## src/rtl/alu_pkg.sv

```systemverilog
// Opcode encodings and request records shared by the ALU issue path.
package alu_pkg;

    localparam logic [3:0] ALU_OP_ADD     = 4'h0;
    localparam logic [3:0] ALU_OP_SUB     = 4'h1;
    localparam logic [3:0] ALU_OP_SHL     = 4'h2;
    localparam logic [3:0] ALU_OP_SHR     = 4'h3;
    localparam logic [3:0] ALU_OP_PASS_R  = 4'h4;
    localparam logic [3:0] ALU_OP_PASS_RW = 4'h5;
    localparam logic [3:0] ALU_OP_AND     = 4'h6;
    localparam logic [3:0] ALU_OP_OR      = 4'h7;
    localparam logic [3:0] ALU_OP_XOR     = 4'h8;
    localparam logic [3:0] ALU_OP_PACK    = 4'h9;
    localparam logic [3:0] ALU_OP_LAST    = 4'h9;

    localparam int ALU_TAG_W = 4;

    // Operand fields only; the issue unit carries its own parameterised tag alongside.
    typedef struct packed {
        logic [3:0]  op;
        logic [31:0] in_r;
        logic [31:0] in_rw;
    } alu_operands_t;

    typedef struct packed {
        logic [3:0]           op;
        logic [31:0]          in_r;
        logic [31:0]          in_rw;
        logic [ALU_TAG_W-1:0] tag;
    } alu_req_t;

endpackage

```

## src/rtl/ALU.sv

```systemverilog
// Combinational ALU core: in_r is the primary operand, in_rw the second operand / shift amount.
module ALU
    import alu_pkg::*;
(
    input  logic [3:0]  op,
    input  logic [31:0] in_r,
    input  logic [31:0] in_rw,
    output logic [31:0] out,
    output logic        is_zero
);

    logic shift_oob;

    assign shift_oob = |in_rw[31:5];

    always_comb begin
        out = '0;
        case (op)
            ALU_OP_ADD:     out = in_r + in_rw;
            ALU_OP_SUB:     out = in_r - in_rw;
            ALU_OP_SHL:     out = shift_oob ? '0 : (in_r << in_rw[4:0]);
            ALU_OP_SHR:     out = shift_oob ? '0 : (in_r >> in_rw[4:0]);
            ALU_OP_PASS_R:  out = in_r;
            ALU_OP_PASS_RW: out = in_rw;
            ALU_OP_AND:     out = in_r & in_rw;
            ALU_OP_OR:      out = in_r | in_rw;
            ALU_OP_XOR:     out = in_r ^ in_rw;
            ALU_OP_PACK:    out = {16'h0000, in_r[7:0], in_rw[7:0]};
            default:        out = '0;
        endcase
    end

    assign is_zero = (out == '0);

endmodule

```

## src/rtl/alu_req_fifo.sv

```systemverilog
// Synchronous DEPTH x WIDTH request FIFO; pointers wrap naturally as DEPTH is a power of two.
module alu_req_fifo #(
    parameter int DEPTH = 4,
    parameter int WIDTH = 8
) (
    input  logic                       clk_i,
    input  logic                       reset_i,
    input  logic                       push_i,
    input  logic                       pop_i,
    input  logic [WIDTH-1:0]           wr_data_i,
    output logic [WIDTH-1:0]           rd_data_o,
    output logic                       full_o,
    output logic                       empty_o,
    output logic [$clog2(DEPTH):0]     count_o
);

    localparam int AW = $clog2(DEPTH);
    localparam int CW = AW + 1;
    localparam logic [CW-1:0] FULL_CNT = CW'(DEPTH);

    logic [WIDTH-1:0] mem_q [DEPTH];
    logic [AW-1:0]    wr_ptr_q, wr_ptr_d;
    logic [AW-1:0]    rd_ptr_q, rd_ptr_d;
    logic [CW-1:0]    count_q, count_d;
    logic             do_push, do_pop;

    assign do_push = push_i && (count_q != FULL_CNT);
    assign do_pop  = pop_i && (count_q != '0);

    always_comb begin
        wr_ptr_d = wr_ptr_q;
        rd_ptr_d = rd_ptr_q;
        count_d  = count_q;
        if (do_push) wr_ptr_d = wr_ptr_q + AW'(1);
        if (do_pop)  rd_ptr_d = rd_ptr_q + AW'(1);
        case ({do_push, do_pop})
            2'b10:   count_d = count_q + CW'(1);
            2'b01:   count_d = count_q - CW'(1);
            default: count_d = count_q;
        endcase
    end

    always_ff @(posedge clk_i) begin
        if (reset_i) begin
            wr_ptr_q <= '0;
            rd_ptr_q <= '0;
            count_q  <= '0;
        end else begin
            wr_ptr_q <= wr_ptr_d;
            rd_ptr_q <= rd_ptr_d;
            count_q  <= count_d;
        end
    end

    // Storage needs no reset: entries are only visible once counted.
    always_ff @(posedge clk_i) begin
        if (do_push) mem_q[wr_ptr_q] <= wr_data_i;
    end

    assign rd_data_o = mem_q[rd_ptr_q];
    assign full_o    = (count_q == FULL_CNT);
    assign empty_o   = (count_q == '0);
    assign count_o   = count_q;

endmodule

```

## src/rtl/alu_issue_unit.sv

```systemverilog
// Buffers tagged ALU requests, issues one per cycle into the ALU and holds the result
// in a registered response slot; also tracks the zero flag of the last legal op.
module alu_issue_unit
    import alu_pkg::*;
#(
    parameter int DEPTH = 4,
    parameter int TAG_W = 4
) (
    input  logic             clk,
    input  logic             reset,
    input  logic             req_valid,
    output logic             req_ready,
    input  logic [3:0]       req_op,
    input  logic [31:0]      req_in_r,
    input  logic [31:0]      req_in_rw,
    input  logic [TAG_W-1:0] req_tag,
    output logic             rsp_valid,
    input  logic             rsp_ready,
    output logic [31:0]      rsp_out,
    output logic             rsp_zero,
    output logic             rsp_err,
    output logic [TAG_W-1:0] rsp_tag,
    output logic             flag_zero,
    output logic             busy
);

    localparam int PW = TAG_W + $bits(alu_operands_t);

    logic [PW-1:0]          fifo_wr_data, fifo_rd_data;
    logic                   fifo_push, fifo_pop, fifo_full, fifo_empty;
    logic [$clog2(DEPTH):0] fifo_count;

    alu_operands_t          head_ops;
    logic [TAG_W-1:0]       head_tag;
    logic [31:0]            alu_out;
    logic                   alu_zero;
    logic                   issue, legal;

    logic             rsp_valid_q, rsp_valid_d;
    logic [31:0]      rsp_out_q, rsp_out_d;
    logic             rsp_zero_q, rsp_zero_d;
    logic             rsp_err_q, rsp_err_d;
    logic [TAG_W-1:0] rsp_tag_q, rsp_tag_d;
    logic             flag_zero_q, flag_zero_d;

    assign req_ready    = !fifo_full;
    assign fifo_push    = req_valid && !fifo_full;
    assign fifo_wr_data = {req_tag, req_op, req_in_r, req_in_rw};
    assign fifo_pop     = issue;

    alu_req_fifo #(
        .DEPTH (DEPTH),
        .WIDTH (PW)
    ) u_fifo (
        .clk_i     (clk),
        .reset_i   (reset),
        .push_i    (fifo_push),
        .pop_i     (fifo_pop),
        .wr_data_i (fifo_wr_data),
        .rd_data_o (fifo_rd_data),
        .full_o    (fifo_full),
        .empty_o   (fifo_empty),
        .count_o   (fifo_count)
    );

    assign {head_tag, head_ops} = fifo_rd_data;

    ALU u_alu (
        .op      (head_ops.op),
        .in_r    (head_ops.in_r),
        .in_rw   (head_ops.in_rw),
        .out     (alu_out),
        .is_zero (alu_zero)
    );

    // Illegal opcodes are screened here so the ALU's undefined-op output never reaches the slot.
    assign legal = (head_ops.op <= ALU_OP_LAST);
    assign issue = !fifo_empty && (!rsp_valid_q || rsp_ready);

    always_comb begin
        rsp_valid_d = rsp_valid_q;
        rsp_out_d   = rsp_out_q;
        rsp_zero_d  = rsp_zero_q;
        rsp_err_d   = rsp_err_q;
        rsp_tag_d   = rsp_tag_q;
        flag_zero_d = flag_zero_q;
        if (issue) begin
            rsp_valid_d = 1'b1;
            rsp_out_d   = legal ? alu_out : '0;
            rsp_zero_d  = legal && alu_zero;
            rsp_err_d   = !legal;
            rsp_tag_d   = head_tag;
            if (legal) flag_zero_d = alu_zero;
        end else if (rsp_valid_q && rsp_ready) begin
            rsp_valid_d = 1'b0;
        end
    end

    always_ff @(posedge clk) begin
        if (reset) begin
            rsp_valid_q <= 1'b0;
            rsp_out_q   <= '0;
            rsp_zero_q  <= 1'b0;
            rsp_err_q   <= 1'b0;
            rsp_tag_q   <= '0;
            flag_zero_q <= 1'b0;
        end else begin
            rsp_valid_q <= rsp_valid_d;
            rsp_out_q   <= rsp_out_d;
            rsp_zero_q  <= rsp_zero_d;
            rsp_err_q   <= rsp_err_d;
            rsp_tag_q   <= rsp_tag_d;
            flag_zero_q <= flag_zero_d;
        end
    end

    assign rsp_valid = rsp_valid_q;
    assign rsp_out   = rsp_out_q;
    assign rsp_zero  = rsp_zero_q;
    assign rsp_err   = rsp_err_q;
    assign rsp_tag   = rsp_tag_q;
    assign flag_zero = flag_zero_q;
    assign busy      = (fifo_count != '0) || rsp_valid_q;

endmodule

```

## config.mk

```make
export PLATFORM = sky130hd
export DESIGN_NAME = alu_issue_unit
export DESIGN_NICKNAME = d
export VERILOG_FILES = /design/src/rtl/alu_pkg.sv /design/src/rtl/ALU.sv /design/src/rtl/alu_req_fifo.sv /design/src/rtl/alu_issue_unit.sv
export SDC_FILE = /design/constraint.sdc
export NUM_CORES = 1
export LEC_CHECK = 0
export ABC_AREA = 1
export ABC_CLOCK_PERIOD_IN_PS = 8370
export CAP_MARGIN = 15
export CORE_AREA = 2 2 278 280
export DETAILED_ROUTE_END_ITERATION = 10
export DIE_AREA = 0 0 280 282
export HOLD_SLACK_MARGIN = 0.06
export SYNTH_ARGS = -nofsm -noshare
export SYNTH_HDL_FRONTEND = slang
export SYNTH_HIERARCHICAL = 1
export SYNTH_SLANG_ARGS = --single-unit
```

## constraint.sdc

```tcl
create_clock -name clk -period 8.37 [get_ports clk]
set_clock_uncertainty 0.05 [all_clocks]
set_input_delay 1.674 -clock clk [delete_from_list [all_inputs] [get_ports clk]]
set_output_delay 1.674 -clock clk [all_outputs]
set_load 0.1 [all_outputs]
```

== After elaboration in Yosys (flattened, before gate mapping) ==
Memory sizes are Yosys's and may differ from the RTL's. A register that Yosys moved wholly into a read port is not among the register bits.
Cells that the tools add are included.
Storage, ports and cells
  memories: 1
  bits in registers: 47
  RAM bits: 288
Memory list
  u_fifo.mem_q: depth 4, bits a word 72, read ports 1, clocked after memory_dff 1, wr ports 1, RTL line alu_req_fifo.sv:21  | logic [WIDTH-1:0] mem_q [DEPTH];
Cells by class
  bitwise gates (word level): 3
  mux-type cells: 11
  equal/unequal tests: 13
  order comparisons: 1
  reductions and logical operators: 20
  shifts and indexed selects: 2
  add/sub/neg operators: 6
Operators by type and width (count)
  $pmux 32 s10: 1
  $mux 32: 3
  $add 32x32->32: 1
  $and 32x32->32: 1
  $logic_not 32->1: 1
  $or 32x32->32: 1
  $shl 32x5->32: 1
  $shr 32x5->32: 1
  $sub 32x32->32: 1
  $xor 32x32->32: 1
  $reduce_or 27->1: 1
  $eq 4x3->1 const B: 4
  $eq 4x2->1 const B: 2
  $eq 4x4->1 const B: 2
  $logic_and 1x1->1: 6
  $pmux 3 s2: 1
  $add 2x1->2 const B: 2
  $eq 4x1->1 const B: 1
  $le 4x4->1 const B: 1
  $logic_not 1->1: 4
  $logic_not 4->1: 1
  $mux 1: 4
  $mux 2: 2
  $reduce_bool 2->1: 2
  10 further kinds: 11

== Logic depth before layout (Yosys ltp) ==
  word-level depth: 6
  depth in mapped cells: 39
  mapped depth without buffers: 33

== Modules after synthesis ==
The synthesis kept the hierarchy.
By module, submodules not included
  alu_req_fifo: seq. area each 8828.5 µm², times used 1, cells an instance 766, area an instance 11578.6 µm²
  ALU: seq. area each 0.0 µm², times used 1, cells an instance 1794, area an instance 8896.0 µm²
  alu_issue_unit: seq. area each 800.8 µm², times used 1, cells an instance 182, area an instance 1452.6 µm²

== Worst setup path after synthesis ==
OpenSTA, ideal clock, no wires.
  path kind: input to register
  from: input port req_valid
  to: memory u_fifo/mem_q[0][0] (netlist name), enable pin
  path slack: 2.793 ns
  data required time: 7.817 ns
  arrival time: 5.024 ns
  stages: 4
  cell sequence: inv_1 -> nor2_1 -> nand2_1 -> nor2_1
On the way
  longest elaborated chain between the ends: 4
RTL lines
  start, declared: RTL line alu_issue_unit.sv:11  | input logic req_valid,
  $logic_and 1x1->1: RTL line alu_issue_unit.sv:47  | assign fifo_push = req_valid && !fifo_full;
  net fifo_push: RTL line alu_issue_unit.sv:30  | logic fifo_push, fifo_pop, fifo_full, fifo_empty;
  $logic_and 1x1->1: RTL line alu_req_fifo.sv:27  | assign do_push = push_i && (count_q != FULL_CNT);
  $mux 1: RTL line alu_req_fifo.sv:57  | if (do_push) mem_q[wr_ptr_q] <= wr_data_i;
  $mux 1 (not written as such): RTL line alu_req_fifo.sv:57
  end, declared: RTL line alu_req_fifo.sv:21
The timed path passes the listed nets, and every way through them passes these cells.

==> run summary <==
Status -> completed
Initial core utilization -> 28.97%
Synth area leader -> edfxtp_1
Max Slew Vio Count -> 0
Max Buffers Root-to-Sink -> 3
Core Rows -> 101
Die footprint -> 78960 um2
Fillers -> 7882
DRT antenna net count -> 0
Footprint of the multi-input gates -> 10670 um2
Xor/xnor share of the synthesized area -> 1.238%
Worst setup SP type -> flip-flop
Multiplexer share of the synthesized area -> 0%
Cells after Synth -> 2742
Worst EP arrival -> 7.03 ns
Clk slew on worst S/H paths -> 0.06 ns
Final Hold Vio Count -> 0
Fraction of the cycle the final worst path needs -> 78.83%
Yosys warning total -> 6
Adder-Cell Fraction of Synth Area -> 6.003%
Iter 0 DRT Violations -> 2239
Postcts setup bufs -> 0
Ports -> 118
Pin count of the biggest net entering global routing -> 87
Routability cong. -> 0.9754
Vias in the first global route -> 17.72k
Cell area after synthesis -> 21930 um2
Post-synthesis sequential area ratio -> 43.91%
TritonCTS Buffers -> 36
CTS sink cnt -> 337
Avg Vias per Cell -> 5.079
Core Box Area -> 75700 um2
Reg area -> 9634 um2
Seq cells post-synth -> 337
First-pass GRT wire length -> 110900 um
Fmax -> 151.6 MHz
Initial antenna violation count -> 10
Residual DRC -> 0
Hold WC Path Type -> flip-flop to flip-flop
Crit path required time -> 8.80 ns
Post-route setup TNS -> 0 ns
Most common cell after layout, fill and taps aside -> nand2_1
CP Max Fanout -> 86
Share of cells above drive strength 1 -> 8.966%
CP most frequent cell -> nor2_1
Port Buffers -> 117
RSZ-0062 raised after global routing -> false
Die width -> 280 um
Area Overhead vs Synth -> 14.52%
Congestion Overflow GR -> 0
Element type at the critical path end -> flip-flop
Synthesized Nets -> 2922
Tmin final -> 6.598 ns
CTS tree -> done
Slowest CP cell -> dfxtp_4
Fin nets -> 2989
Yosys top cell area share -> 39.44%
Slew @ Worst Pin -> 1.066 ns
DRT Pass-1 Iters -> 6
H-tree levels -> 2
Max-Cap Viols -> 0
DR vias -> 19.36k
Critical path class -> flip-flop to flip-flop
Hold_buf cts -> 0
Synth cell types -> 49
DPL Wire Length -> 53550 um
CTS resizes -> 0
Syn avg cell area -> 7.997 um2
Finish-stage setup viols -> 0
Die height -> 282 um
WL/cell -> 19.48 um
WL final -> 74270 um
Clock root buffer -> clkbuf_16
Synth area leaders -> edfxtp_1 39%, nand2_1 12%, nand3_1 9.1%
Slew headroom -> 28.92%
Gr usage total -> 18.54%
Largest family of logic cells by synthesized area -> simple AND/OR/NAND/NOR gates
Max incr delay on CP -> 0.81 ns
Compound-Gate Fraction of Synth Area -> 12.21%
Worst skew pair latency -> 0.56 ns
Most frequent cells in the layout -> 672 x nand2_1, 399 x nand3_1, 288 x edfxtp_1, 248 x nor2_1, 240 x inv_1
Post-Synth Simple-Gate Area -> 28.92%
Reg-to-reg slack, setup -> 1.77 ns
-- cell type report --
type,instances,area share [%]
Antenna cell,1,0.009965
Clock buffer,42,3.762
Clock inverter,20,0.7474
Inverter,255,3.861
Multi-Input combinational cell,2022,42.51
Sequential cell,337,38.37
Tap cell,978,4.873
Timing Repair Buffer,157,5.874
-- cell usage after synthesis, drive strengths merged --
cell type,count
o22ai,94
a21o,2
fa,2
a21boi,2
nor3b,1
xnor2,1
a211oi,15
nor2,308
and3,2
edfxtp,288
nand2,694
buf,86
or2,8
nand3,404
nand3b,3
inv,251
o221ai,1
dfxtp,49
a21oi,88
xor2,30
clkinv,4
ha,102
nor3,22
and2,6
a31oi,2
nand4,11
o211ai,9
o2111ai,2
o21ai,212
clkbuf,42
o21bai,1
-- worst max-delay path, delay by kind of cell, from the launching register on --
family	cells	cell delay, ns
buf+inv	2	0.97
compound gates	8	1.89
xor+xnor	1	0.16
fa+ha+maj	2	0.72
flops	1	0.81
simple gates	16	1.84
-- path summary, 6_finish.rpt --
check	startpoint	end	depth (start not counted)
max	flip-flop	flag_zero	29
min	rsp_tag[3]	rsp_tag[3]	2
max reg2reg	flip-flop	flag_zero	29
min reg2reg	rsp_tag[3]	rsp_tag[3]	2
-- sequential cells by signal, summed over array words and instances, names as in the netlist, 2 cells and up, named ones only --
name             cells
rsp_out             32
rsp_tag              4
u_fifo/count_o       3
u_fifo/mem_q       288
u_fifo/rd_ptr_q      2
u_fifo/wr_ptr_q      2
-- through the flow --
step | setup slack, ns | cells | hold slack, ns | util (%) | cell area [um2]
finish | 1.772 | 3812 | 0.4107 | 33.17 | 25110
global route | 1.300 | 3812 | 0.4262 | 33.17 | 25110
CTS | 1.901 | 3810 | 0.4123 | 33.16 | 25100
detailed placement | 1.918 | 3748 | 0.4040 | 31.66 | 23970
global placement | 1.983 | 3748 | 0.4047 | 31.66 | 23970
floorplan | 2.793 | 2742 | 0.4089 | - | 21930
-- cells by family (layout without fill, tap and decap cells) --
| group | after synthesis | in the layout |
|---|---|---|
| flops | 337 | 337 |
| other cells | 0 | 1 |
| xor+xnor | 31 | 31 |
| buf+inv | 383 | 474 |
| simple gates | 1459 | 1459 |
| fa+ha+maj | 104 | 104 |
| compound gates | 428 | 428 |
-- per-layer routing --
metal | track usage [%] | part of all wire (%) | vias to the layer above
met3 | 4.334 | 8.8 | 152
met5 | 0 | 0.16 | -
met2 | 27.44 | 43 | 760
li1 | - | - | 9419
met1 | 25.47 | 44 | 9014
met4 | 8.721 | 4.6 | 18
Power is left out: the tool's default activity adds up to more than one toggle a clock period on the data nets, which glitch-free logic cannot reach.
